$ cat config.mk
export PLATFORM = sky130hd
export DESIGN_NAME = tick_timer
export DESIGN_NICKNAME = d
export VERILOG_FILES = /design/src/rtl/tick_timer.sv
export SDC_FILE = /design/constraint.sdc
export NUM_CORES = 1
export LEC_CHECK = 0
export ABC_CLOCK_PERIOD_IN_PS = 2300
export CAP_MARGIN = 0
export CORE_AREA = 5 5 59 61
export DETAILED_ROUTE_END_ITERATION = 12
export DIE_AREA = 0 0 64 66
export PLACE_DENSITY = 0.85
export SYNTH_ARGS = -nofsm -noshare
export SYNTH_HDL_FRONTEND = slang
export SYNTH_SLANG_ARGS = --single-unit
$ cat constraint.sdc
create_clock -name i_clk -period 2.3 [get_ports i_clk]
set_clock_uncertainty 0.15 [all_clocks]
set_input_delay 0.46 -clock i_clk [delete_from_list [all_inputs] [get_ports i_clk]]
set_output_delay 0.46 -clock i_clk [all_outputs]
set_load 0.05 [all_outputs]
$ cat src/rtl/tick_timer.sv
// tick_timer: counts upstream tick pulses down from a captured load value.
// States IDLE / RUN / DONE. Priority on each edge: stop > start > tick.
// Optional macro TICK_TIMER_EXPCNT_EN builds a saturating 8-bit expiry counter;
// when it is undefined, o_exp_count is tied to 0 and no counter is built.
module tick_timer #(
  parameter int unsigned N = 8
) (
  input  logic         i_clk,
  input  logic         i_reset_n,
  input  logic         i_tick,
  input  logic         i_start,
  input  logic         i_stop,
  input  logic [N-1:0] i_load_val,
  input  logic         i_periodic,
  output logic         o_busy,
  output logic         o_done,
  output logic         o_expired,
  output logic [N-1:0] o_remaining,
  output logic [7:0]   o_exp_count
);

  typedef enum logic [1:0] {
    IDLE = 2'd0,
    RUN  = 2'd1,
    DONE = 2'd2
  } state_t;

  state_t       state;
  logic [N-1:0] load_q;
  logic         periodic_q;
  logic         start_ok;
  logic         expire_now;

  // A start is only accepted with a non-zero load; an expiry is the final tick of a period
  always_comb begin
    start_ok   = i_start && (i_load_val != '0);
    expire_now = !i_stop && !start_ok && (state == RUN) && i_tick
                 && (o_remaining == N'(1));
  end

  // Control FSM with registered status outputs
  always_ff @(posedge i_clk or negedge i_reset_n) begin
    if (!i_reset_n) begin
      state       <= IDLE;
      load_q      <= '0;
      periodic_q  <= 1'b0;
      o_remaining <= '0;
      o_busy      <= 1'b0;
      o_done      <= 1'b0;
      o_expired   <= 1'b0;
    end else begin
      o_expired <= 1'b0;
      if (i_stop) begin
        state       <= IDLE;
        o_remaining <= '0;
        o_busy      <= 1'b0;
        o_done      <= 1'b0;
      end else if (start_ok) begin
        state       <= RUN;
        load_q      <= i_load_val;
        periodic_q  <= i_periodic;
        o_remaining <= i_load_val;
        o_busy      <= 1'b1;
        o_done      <= 1'b0;
      end else if ((state == RUN) && i_tick) begin
        if (expire_now) begin
          o_expired <= 1'b1;
          if (periodic_q) begin
            o_remaining <= load_q;
          end else begin
            state       <= DONE;
            o_remaining <= '0;
            o_busy      <= 1'b0;
            o_done      <= 1'b1;
          end
        end else begin
          o_remaining <= o_remaining - N'(1);
        end
      end
    end
  end

`ifdef TICK_TIMER_EXPCNT_EN
  // Saturating expiry counter, cleared on stop and on every accepted start
  always_ff @(posedge i_clk or negedge i_reset_n) begin
    if (!i_reset_n) begin
      o_exp_count <= '0;
    end else if (i_stop || start_ok) begin
      o_exp_count <= '0;
    end else if (expire_now && (o_exp_count != 8'hFF)) begin
      o_exp_count <= o_exp_count + 8'd1;
    end
  end
`else
  assign o_exp_count = '0;
`endif

endmodule

==> qor.csv, run 1 <==
metric,value,unit
ant_nets,0,
rr_worst_depth,8,
hpwlAfterDp,2.75,mm
grt_overflow_total,0,
hold_buffers,0,
fin_nets,198,
die_h,66,um
start_util,44.6,%
synth_ff_type,dfrtp_1,
holdWs,0.326,ns
synth_top_area_share,38.3,%
root_buffer,clkbuf_4,
synth_warnings,0,
critical-path-max-stage-delay,0.57,ns
pin_count,33,
sequentialPowerShare,44.3,%
grt_max_degree,21,
cts_sinks,20,
post-cts-setup-buffers,0,
combPwrFrac,34.8,%
fmax,0.448,GHz
ir_drop,404,uV
ff2ff_setup_slack,0.20,ns
gp_congestion,0.861,
fin_cells,214,
slew_violations,0,
grt_usage,17.5,%
critPathCapture,o_remaining[6],
first_iter_violations,44,
synth-edff-count,0,
grt_pass1_wl,5.84,mm
antenna_found_initial,0,
wire_per_inst,16.3,um
cp_cell_sequence,"clkdlybuf4s50_1, or4_4, o21ai_4, and2b_4, mux2_2, a21oi_1",
r2r_end,o_remaining[2],
criticalPathCategory,in -> reg,
viasPerCell,5.63,
netlist_area,0.00131,mm^2
cp-start-kind,input pin,
ys_seq_area_share,38.3,%
post-place-cells,210,
drt-total-wl,3.49,mm
p_int,620,uW
crit_path_top_delay_cell,or4_4,
async_flop_share,100,%
netlist_instances,134,
drv_cap,0,
port-buffer-count,24,
synth_common_cells,"dfrtp_1 (20), nand2_1 (17), a21oi_1 (12)",
dr_total_vias,1204,
rows,20,
tns,0,ns
diodes,0,
p_leak,0.000814,uW
worstPathArrival,2.31,ns
clk_latency,0.31,ns
grt_setup_unrepaired,false,
synth_largest_area_cell,dfrtp_1,
ys_ff_latch,20,
grt_pass1_vias,1229,
clockPowerShare,20.9,%
p_switching,359,uW
worst_setup_path_end_kind,flip-flop,
cts.htree.levels,1,
sw_frac_of_total,36.6,%
syn_area_per_cell,9.75,um^2
status,completed,
fin_total_pwr,979,uW
fillCellCount,262,
cts_made_buffers,3,
yosysMostFrequentCell,dfrtp_1,
setup_viol,0,
period_minus_slack,2.23,ns
clk_pin_slew_worst_paths,0.12,ns
worst_slew_pin_slew,0.513,ns
ys_types,46,
hp-class,in -> async,
die_width,64,um
drive_above_1_share,27.6,%
path_max_fanout,4,
post_cts_resized,0,
core_area,0.00293,mm^2
cts_tree,done,
cp.required,2.37,ns
utilization,59.6,%
startpoint,i_load_val[2],
r2r_start,o_remaining[1],
dieArea,0.00422,mm^2
finalHoldViolCount,0,
finalCritPeriodShare,97.1,%
power_density,561,mW/mm^2
drc,0,
syn_to_final_growth,33.6,%
dr.pass1.iters,4,
slew_headroom,65.6,%
max-clock-path-buffers,2,
synth.top_cells.by_area,"dfrtp_1 (38%), nand2_1 (4.9%), a21oi_1 (4.6%)",
[metal layers]
metal | routed length [um] | track usage (%) | up-vias | part of all wire, %
met2 | 1810 | 30.9 | 36 | 52
met5 | 0 | 0 | - | 0
li1 | - | - | 577 | -
met4 | 71 | 5.97 | 0 | 2.0
met3 | 142 | 2.38 | 6 | 4.1
met1 | 1460 | 21.7 | 585 | 42
[sequential cells by signal, indices dropped and copies added, names as in the netlist]
register and count:
state 1, o_expired 1, o_done 1, o_remaining 8, periodic_q 1, load_q 8
[cells in the final DEF (no fill, tap or decap), types with 4 or more instances in the layout]
master           count
clkdlybuf4s50_1     18
a22o_1               4
nor2_1               9
nor3_1               5
a21oi_1             12
dfrtp_1             20
buf_4               30
conb_1               8
nand2_1             17
[power groups by stage]
stage / Combinational, uW / Sequential [uW] / Clock [uW]
after global routing: 367 / 440 / 234
after detailed placement: 338 / 440 / 0
after global placement: 329 / 438 / 0
final: 341 / 434 / 204
after floorplan: 186 / 474 / 0
after CTS: 340 / 433 / 213
[how the worst min path moves through the flow]
stage | depth (start not counted) | to | from | slack (ns)
3_3_place_gp | 2 | load_q[0] | load_q[0] | 0.31
5_1_grt | 2 | o_done | i_reset_n | 0.36
4_1_cts | 2 | o_done | i_reset_n | 0.34
3_5_place_dp | 2 | load_q[6] | load_q[6] | 0.31
6_report | 2 | o_done | i_reset_n | 0.33
2_1_floorplan | 0 | load_q[0] | i_reset_n | 0.01
[final cells by class]
| type | instances | area (um^2) | share of cell area [%] |
|---|---|---|---|
| Sequential cell | 20 | 500 | 28.7 |
| Inverter | 2 | 7.51 | 0.430 |
| Multi-Input combinational cell | 105 | 729 | 41.8 |
| Timing Repair Buffer | 50 | 430 | 24.7 |
| Tap cell | 33 | 41.3 | 2.37 |
| Clock buffer | 4 | 36.3 | 2.08 |
[worst max-delay path: cells and delay by family]
kind,cells,cell delay [ns]
AO/OA/AOI/OAI,2,0.31
buffers and inverters,1,0.45
multiplexers,1,0.33
AND/OR/NAND/NOR,2,0.76
[stage by stage]
step / instance area, um^2 / setup slack (ns)
floorplan: 1330 / 0.222
global placement: 1700 / -0.156
detailed placement: 1700 / -0.225
CTS: 1730 / 0.0174
global route: 1750 / 0.00808
finish: 1750 / 0.0661
[kinds of logic (layout without fill, tap and decap cells)]
logic type / after synthesis / after routing / synth area share [%]
simple gates: 50 / 50 / 22.7
fa+ha+maj: 2 / 2 / 1.92
compound gates: 40 / 40 / 24.6
mux: 2 / 2 / 1.72
buf+inv: 16 / 56 / 8.43
xor+xnor: 3 / 3 / 2.01
other cells: 1 / 8 / 0.287
flops: 20 / 20 / 38.3
Power figures use the tool's default switching activity.
==> run 2: changes to the inputs <==
==> config.mk (replaced) <==
export PLATFORM = sky130hd
export DESIGN_NAME = tick_timer
export DESIGN_NICKNAME = d
export VERILOG_FILES = /design/src/rtl/tick_timer.sv
export SDC_FILE = /design/constraint.sdc
export NUM_CORES = 1
export LEC_CHECK = 0
export ABC_CLOCK_PERIOD_IN_PS = 2000
export CAP_MARGIN = 0
export CORE_AREA = 5 5 61 63
export DETAILED_ROUTE_END_ITERATION = 12
export DIE_AREA = 0 0 66 68
export GPL_ROUTABILITY_DRIVEN = 0
export PLACE_DENSITY = 0.83
export SYNTH_ARGS = -nofsm -noshare
export SYNTH_HDL_FRONTEND = slang
export SYNTH_SLANG_ARGS = --single-unit
==> constraint.sdc (replaced) <==
create_clock -name i_clk -period 2 [get_ports i_clk]
set_clock_uncertainty 0.15 [all_clocks]
set_input_delay 0.4 -clock i_clk [delete_from_list [all_inputs] [get_ports i_clk]]
set_output_delay 0.4 -clock i_clk [all_outputs]
set_load 0.05 [all_outputs]
==> qor.csv, run 2 (synthesis results as in run 1) <==
metric,value,unit,change
grt_usage,18.5,%,+0.94 points
cp.required,2.06,ns,-0.31 ns
cts_sinks,20,,unchanged
diodes,0,,unchanged
hold_buffers,0,,unchanged
antenna_found_initial,0,,unchanged
syn_to_final_growth,47.5,%,
fmax,0.507,GHz,
grt_max_degree,21,,unchanged
ff2ff_setup_slack,0.03,ns,-0.17 ns
root_buffer,clkbuf_4,,
cts.htree.levels,1,,unchanged
hpwlAfterDp,2.84,mm,+3.3%
ant_nets,0,,unchanged
drc,0,,unchanged
setup_viol,0,,unchanged
finalCritPeriodShare,98.6,%,
drive_above_1_share,42.7,%,+15 points
rr_worst_depth,7,,-1
drv_cap,0,,unchanged
critPathCapture,o_remaining[3],,
utilization,60.6,%,+0.99 points
dr_total_vias,1326,,+10%
final.setup.worst_slack,0.0283,ns,-0.0379 ns
drt-total-wl,4.01,mm,+15%
power_density,630,mW/mm^2,+12%
worstPathArrival,2.04,ns,-0.27 ns
port-buffer-count,24,,unchanged
wire_per_inst,16.9,um,+3.4%
p_leak,0.000912,uW,+12%
rows,21,,+5.0%
cts_tree,done,,
dp_worst_setup_slack,-0.495,ns,-0.270 ns
criticalPathCategory,reg -> reg,,
hp-class,in -> async,,
post-place-cells,226,,+7.6%
clk_pin_slew_worst_paths,0.13,ns,about the same
status,completed,,
start_util,41.1,%,-3.5 points
first_iter_violations,110,,+150%
grt_overflow_total,0,,unchanged
final_common_cell,buf_4,,
fin_nets,209,,+5.6%
largestRegisters,"load_q (8), o_remaining (8)",,
pin_count,33,,unchanged
dieArea,0.00449,mm^2,+6.3%
period_minus_slack,1.97,ns,
core_area,0.00318,mm^2,+8.6%
r2r_end,o_remaining[3],,
dr.pass1.iters,4,,unchanged
grt_pass1_wl,6.44,mm,+10%
viasPerCell,5.57,,-0.97%
fin_cells,238,,+11%
slew_violations,0,,unchanged
startpoint,o_remaining[1],,
die_width,66,um,+3.1%
worst_setup_path_end_kind,flip-flop,,
layout_common_cells,"buf_4 (44), nand2_1 (17), dfrtp_1 (14), a21oi_1 (11), nor2_1 (9)",,
grt_pass1_vias,1332,,+8.4%
grt_setup_unrepaired,true,,
r2r_start,o_remaining[1],,
max-clock-path-buffers,2,,unchanged
die_h,68,um,+3.0%
cts_made_buffers,3,,unchanged
ir_drop,391,uV,-3.3%
finalHoldViolCount,0,,unchanged
clk_latency,0.31,ns,about the same
cp-start-kind,flip-flop,,
path_max_fanout,5,,+1
==> run 2: cell types whose count changed in the layout (fill, tap and decap cells not counted), sizes merged <==
cell / delta
buf: +17
clkdlybuf4s50: -14
dlygate4sd2: +6
clkdlybuf4s15: +1
dlymetal6s2s: +1
==> run 2: critical path: stages, from the launching register on <==
cell and delay, ns:
dfrtp_2 0.48, inv_4 0.09, ha_4 0.14, nor4b_4 0.26, buf_4 0.20, nand4_1 0.11
a21boi_4 0.18, a221oi_2 0.26
==> run 2: metrics by stage <==
step	total power (uW)	cell area (um^2)	TNS (ns)	hold WS, ns
finish	1210	1930	0	0.270
global route	1280	1930	-0.206	0.277
CTS	1170	1830	0	0.275
global placement	908	1750	-5.55	0.309
detailed placement	923	1750	-6.51	0.319
floorplan	760	1340	0	-0.0456
==> run 2: worst min-delay path by stage <==
| stage | slack (ns) | endpoint | cells after the start | from |
|---|---|---|---|---|
| finish | 0.27 | load_q[0] | 2 | i_reset_n |
| global route | 0.28 | load_q[0] | 2 | i_reset_n |
| CTS | 0.28 | load_q[6] | 2 | i_reset_n |
| detailed placement | 0.32 | load_q[0] | 2 | load_q[0] |
| global placement | 0.31 | load_q[6] | 2 | load_q[6] |
| floorplan | -0.05 | load_q[0] | 0 | i_reset_n |
==> run 2: report_power, final <==
group	internal (uW)	switching, uW	total, uW	leakage, uW
combinational	203	280	483	0.000645
sequential	445	43.7	489	0.000246
clock	111	132	243	0.0000210
total	759	456	1210	0.000912
==> run 2: cell type report <==
class | count | area, um^2
fill | 261 | 1250
clock buffer | 4 | 36.3
sequential | 20 | 508
multi-input combinational | 105 | 792
inverter | 2 | 10.0
tap | 46 | 57.6
timing repair buffer | 61 | 523
==> run 2: repair_timing <==
action	CTS	global route
gates cloned	1	0
pin swaps	4	7
setup buffers	1	6
setup endpoints to repair	8	8
resized for setup	12	13
==> run 2: routing by layer <==
metal / track usage, % / vias to the layer above / part of all wire (%)
li1: - / 598 / -
met1: 22.4 / 627 / 40
met2: 31.3 / 83 / 49
met3: 2.79 / 18 / 7.1
met4: 10.7 / 0 / 3.8
met5: 0 / - / 0
==> run 3: changes to the inputs <==
--- a/config.mk
+++ b/config.mk
@@ -5,13 +5,15 @@
 export SDC_FILE = /design/constraint.sdc
 export NUM_CORES = 1
 export LEC_CHECK = 0
-export ABC_CLOCK_PERIOD_IN_PS = 2000
+export ABC_CLOCK_PERIOD_IN_PS = 1800
 export CAP_MARGIN = 0
 export CORE_AREA = 5 5 61 63
 export DETAILED_ROUTE_END_ITERATION = 12
 export DIE_AREA = 0 0 66 68
 export GPL_ROUTABILITY_DRIVEN = 0
+export GPL_TIMING_DRIVEN = 0
 export PLACE_DENSITY = 0.83
+export SETUP_SLACK_MARGIN = 0.2
 export SYNTH_ARGS = -nofsm -noshare
 export SYNTH_HDL_FRONTEND = slang
 export SYNTH_SLANG_ARGS = --single-unit
==> constraint.sdc (replaced) <==
create_clock -name i_clk -period 1.8 [get_ports i_clk]
set_clock_uncertainty 0.15 [all_clocks]
set_input_delay 0.36 -clock i_clk [delete_from_list [all_inputs] [get_ports i_clk]]
set_output_delay 0.36 -clock i_clk [all_outputs]
set_load 0.05 [all_outputs]
==> qor.csv, run 3 (synthesis results as in run 1) <==
metric,value,unit,change
clockPowerShare,19.1,%,-0.9 points
period_minus_slack,1.92,ns,-0.0489 ns
grt_setup_unrepaired,true,,
hold_buffers,0,,unchanged
hpwlAfterDp,2.59,mm,-8.8%
final.setup.worst_slack,-0.123,ns,-0.151 ns
worst_setup_path_end_kind,flip-flop,,
die_h,68,um,unchanged
hp-start,i_load_val[5],,
wire_per_inst,18.3,um,+8.6%
ant_nets,0,,unchanged
cts_tree,done,,
rows,21,,unchanged
dr_total_vias,1457,,+9.9%
slew_headroom,38.1,%,
max-clock-path-buffers,2,,unchanged
ff2ff_setup_slack,-0.12,ns,-0.15 ns
post-place-cells,211,,-6.6%
hold_end,load_q[5],,
root_buffer,clkbuf_4,,
drt-total-wl,4.63,mm,+15%
fillCellCount,231,,-11%
fmax,0.520,GHz,+2.5%
hp-class,in -> reg,,
setup_viol,7,,+7
p_switching,527,uW,+16%
first_iter_violations,104,,-5.5%
slew_violations,0,,unchanged
sw_frac_of_total,37.6,%,+0.089 points
syn_to_final_growth,60.1,%,
grt_pass1_vias,1358,,+2.0%
clk_latency,0.31,ns,about the same
hold_depth,3,,
layout_common_cells,"buf_4 (41), buf_6 (12), nand2_1 (11), a21oi_1 (11), dfrtp_1 (10)",,
pin_count,33,,unchanged
viasPerCell,5.76,,+3.4%
path_max_fanout,6,,+1
grt_usage,20.3,%,+1.8 points
cts_made_buffers,3,,unchanged
drv_cap,0,,unchanged
antenna_found_initial,0,,unchanged
die_width,66,um,unchanged
worst_slew_pin_slew,0.925,ns,
dp_worst_setup_slack,-0.734,ns,-0.239 ns
grt_pass1_wl,6.78,mm,+5.2%
dieArea,0.00449,mm^2,unchanged
holdWs,0.133,ns,-0.138 ns
rr_worst_depth,6,,-1
combPwrFrac,42.1,%,+2.3 points
worstPathArrival,1.99,ns,-0.05 ns
drive_above_1_share,55.6,%,+13 points
criticalPathCategory,reg -> reg,,
port-buffer-count,24,,unchanged
sequentialPowerShare,38.8,%,-1.4 points
utilization,65.8,%,+5.2 points
largestRegisters,"load_q (8), o_remaining (8)",,
finalCritPeriodShare,107,%,+8.2 points
final_common_cell,buf_4,,
r2r_start,o_done,,
p_leak,0.000985,uW,+7.9%
dr.pass1.iters,4,,unchanged
finalHoldViolCount,0,,unchanged
cp-start-kind,flip-flop,,
start_util,41.1,%,unchanged
status,"finished, violations left",,
drc,0,,unchanged
grt_overflow_total,0,,unchanged
grt_max_degree,21,,unchanged
cts.htree.levels,1,,unchanged
r2r_end,o_remaining[2],,
p_int,874,uW,+15%
fin_nets,224,,+7.2%
fin_total_pwr,1400,uW,+15%
power_density,670,mW/mm^2,+6.3%
cp.required,1.87,ns,-0.19 ns
cts_sinks,20,,unchanged
diodes,0,,unchanged
ir_drop,553,uV,+42%
fin_cells,253,,+6.3%
core_area,0.00318,mm^2,unchanged
clk_pin_slew_worst_paths,0.12,ns,about the same
violations,setup timing,,
[run 3: metal layers]
layer,up-vias,share of wire (%),track usage [%]
met5,-,0,0
met4,0,5.7,11.9
met3,30,7.8,3.78
met2,102,50,36.8
met1,700,37,22.0
li1,625,-,-
[run 3: worst max path at each step]
stage                      to            from  depth (start not counted)  slack [ns]
2_1_floorplan  o_remaining[7]  o_remaining[2]                          4       -0.09
3_3_place_gp   o_remaining[6]   i_load_val[3]                          6       -0.68
3_5_place_dp   o_remaining[3]   i_load_val[3]                          7       -0.73
4_1_cts        o_remaining[3]  o_remaining[2]                          5       -0.06
5_1_grt        o_remaining[2]          o_done                          6       -0.17
6_report       o_remaining[2]          o_done                          6       -0.12
[run 3: power groups by stage]
stage / registers (uW) / clock network [uW] / logic, uW
global placement: 556 / 0 / 433
finish: 544 / 267 / 590
floorplan: 612 / 0 / 253
global route: 550 / 287 / 622
CTS: 539 / 268 / 520
detailed placement: 559 / 0 / 444
[run 3: area by class of cell]
| type | instances | area [um^2] | area share (%) |
|---|---|---|---|
| timing repair buffer | 62 | 538 | 25.7 |
| sequential | 20 | 515 | 24.7 |
| inverter | 2 | 10.0 | 0.479 |
| buffer | 14 | 115 | 5.51 |
| tap | 46 | 57.6 | 2.75 |
| clock buffer | 4 | 36.3 | 1.74 |
| multi-input combinational | 105 | 818 | 39.1 |
[run 3: worst max-delay path, cell delays in order (launching register included)]
cell and delay (ns):
dfrtp_2 0.45, nand3b_4 0.20, nor4b_4 0.27, buf_6 0.17, nand4_1 0.11, a21boi_2 0.20, a221oi_2 0.28
[run 3: stage by stage]
step                area, um^2  setup TNS (ns)
global placement          1680           -9.24
detailed placement        1680           -9.92
CTS                       1950          -0.256
finish                    2090          -0.586
global route              2090          -0.839
floorplan                 1390          -0.500
[run 3: what timing repair did]
action,4_1_cts,5_1_grt
pin swaps,17,17
resized for setup,108,31
endpoints found under the hold margin,0,0
gates cloned,0,0
setup buffers,27,11
endpoints found under the setup margin,31,16
==> variant: new RTL, config.mk and constraints of run 3 <==
Add a define of `TICK_TIMER_EXPCNT_EN`.
--- a/src/rtl/tick_timer.sv
+++ b/src/rtl/tick_timer.sv
@@ -3,4 +3,6 @@
 // Optional macro TICK_TIMER_EXPCNT_EN builds a saturating 8-bit expiry counter;
 // when it is undefined, o_exp_count is tied to 0 and no counter is built.
+`define TICK_TIMER_EXPCNT_EN
+
 module tick_timer #(
   parameter int unsigned N = 8
Formal check against the unedited RTL: not equivalent (a bounded check fails within 4 cycles, from zero or initial values and one cycle with i_reset_n low).
==> variant against run 3 <==
The run still ends with negative setup slack left. Worst hold slack worse by 77 ps. Setup slack worse by 140 ps. Power is 8.1% higher. Register-to-register slack got worse by 120 ps. Routed wire length increased by 15%. Clock power up 3%. Design area up 17%. Synthesized area is 20% higher. Sequential cell count grew 8. Critical path type is now in2reg. Critical endpoint is now o_remaining[0]$_DFFE_PN0P_.
==> variant: results (changes against run 3) <==
stage	metric	value	unit	change
run_status	status	complete, but fails checks		
run_status	failing checks	negative setup slack		
route	Metal-1 WL	2065	um	+21%
yosys	Synth cell types	40		-13%
yosys	XOR/XNOR share of the synthesized area	5.016	%	+3.0 points
placement	dpl hpwl	2790	um	+7.8%
route	wire length on met2	2533	um	+10%
route	initial DRC count	167		+61%
placement	dpl ws	-768.9	ps	-35.26 ps
yosys	sequential element share of the synthesized area	44.59	%	+6.3 points
global_routing	first-pass GRT wire length	7113	um	+4.9%
yosys	most frequent cells after synthesis	29 x nand2_1, 28 x dfrtp_1, 26 x nor2_1, 9 x a21oi_1, 9 x xnor2_1		
route	drt pass-1 iters	5		+1
run	Max-cap violations	0		unchanged
yosys	Post-synth ARST share	100.0	%	unchanged
layout	Fillers	201		-13%
placement	Placed Area	0.002009	sq mm	+19%
clock_network	clock-pin slew on the worst setup and hold paths	160	ps	+40 ps
route	metal3 WL	480	um	+34%
setup_path	Crit Path Max Fanout	10		+4
yosys	Synth Area in Compound Gates	15.68	%	-8.9 points
global_routing	number of antenna violations at the first check in global routing	0		unchanged
sta	Least-Margin Pin Slew	661.3	ps	-263.7 ps
global_routing	M2 GR Usage	34.04	%	-2.8 points
clock_network	clk_lat worst skew	340	ps	+30 ps
layout	ANT cells	0		unchanged
power_and_ir_drop	leak pwr	1.059	nW	+7.6%
layout	post-layout net count	257		+15%
clock_network	clock root buffer	clkbuf_4		
route	routed wire length	5318	um	+15%
global_routing	largest net degree at the start of global routing	29		+38%
power_and_ir_drop	reported combinational group power	503	uW	-15%
power_and_ir_drop	pwr dens	618.6	mW/mm^2	-7.7%
yosys	Synth Area in Adders	2.389	%	+0.47 points
global_routing	GRT Overall Usage	20.68	%	+0.43 points
power_and_ir_drop	Overall Power	1.515	mW	+8.1%
sta	Sum Neg Setup Slack	-2410	ps	-1824 ps
layout	Final Non-Filler Cells	284		+12%
placement	cell count after placement	252		+19%
route	Via-to-Cell Ratio	5.940		+3.1%
power_and_ir_drop	switching share of power	35.41	%	-2.2 points
yosys	Post-Syn Instances	174		+30%
clock_network	Max Root-Sink Buffers	2		unchanged
layout	top flop regs	load_q (8), o_exp_count (8), o_remaining (8)		
route	uppermost routed layer	met4		
yosys	mux share of post-synthesis cell area	0.7166	%	-1.0 points
yosys	Synth area leaders	dfrtp_1 45%, nand2_1 6.9%, nor2_1 6.2%		
sta	final setup vio count	18		+11
clock_network	CTS buffer count	3		unchanged
power_and_ir_drop	Seq group	735	uW	+35%
global_routing	vias in the first global route	1510		+11%
global_routing	routing usage on met1	27.54	%	+5.5 points
setup_path	Data arrival, critical path	2190	ps	+200 ps
global_routing	met3 GRT Util	2.956	%	-0.82 points
placement	IO buf count	32		+33%
layout	layout cells sized above 1	46.22	%	-9.3 points
clock_network	H-Tree Depth	1		unchanged
power_and_ir_drop	Peak VDD IR	0.0004407	V	-20%
sta	PnR worst setup slack	-263.8	ps	-141.0 ps
==> variant: cell type report <==
type | count | share of cell area [%]
plain buffers | 9 | 4.190
clock buffers | 3 | 0.9198
inverters | 3 | 0.4599
multi-input cells | 134 | 39.81
flip-flops and latches | 28 | 29.18
well taps | 46 | 2.351
repair buffers | 61 | 23.10
==> variant: critical path, cell delays in order <==
cell,delay (ps)
clkdlybuf4s50_1,430
and3b_1,210
buf_4,180
nand4_1,140
buf_6,170
buf_4,150
a211oi_2,40
a311o_1,350
a21oi_2,150
==> variant: path summary, 6_finish.rpt <==
check,cells past startpoint,to,slack [ps],from
max,9,o_remaining[0]$_DFFE_PN0P_,-260,i_tick
max in group asynchronous,2,o_done$_DFFE_PN0P_,630,i_reset_n
min,3,load_q[6]$_DFFE_PN0P_,60,i_load_val[6]
max reg2reg,8,o_remaining[0]$_DFFE_PN0P_,-240,state[0]$_DFFE_PN0P_
min reg2reg,1,o_exp_count[6]$_DFFE_PN0P_,360,o_exp_count[6]$_DFFE_PN0P_
min in group asynchronous,2,load_q[2]$_DFFE_PN0P_,410,i_reset_n
==> variant: what timing repair did <==
| action | in CTS | in global routing |
|---|---|---|
| setup buffers | 18 | 7 |
| pin swaps | 15 | 20 |
| hold endpoints to repair | 0 | 28 |
| resized for setup | 147 | 53 |
| setup endpoints to repair | 75 | 35 |
| hold buffers | 0 | 1 |
| cloned | 2 | 1 |
==> variant: cells by family (layout without fill, tap and decap cells) <==
kind of cell	Yosys count	count (layout)
AND/OR/NAND/NOR	86	86
XOR/XNOR	9	9
AO/OA/AOI/OAI	35	35
flip-flops	28	28
multiplexers	1	1
buffers and inverters	12	76
adder cells (fa/ha/maj)	3	3
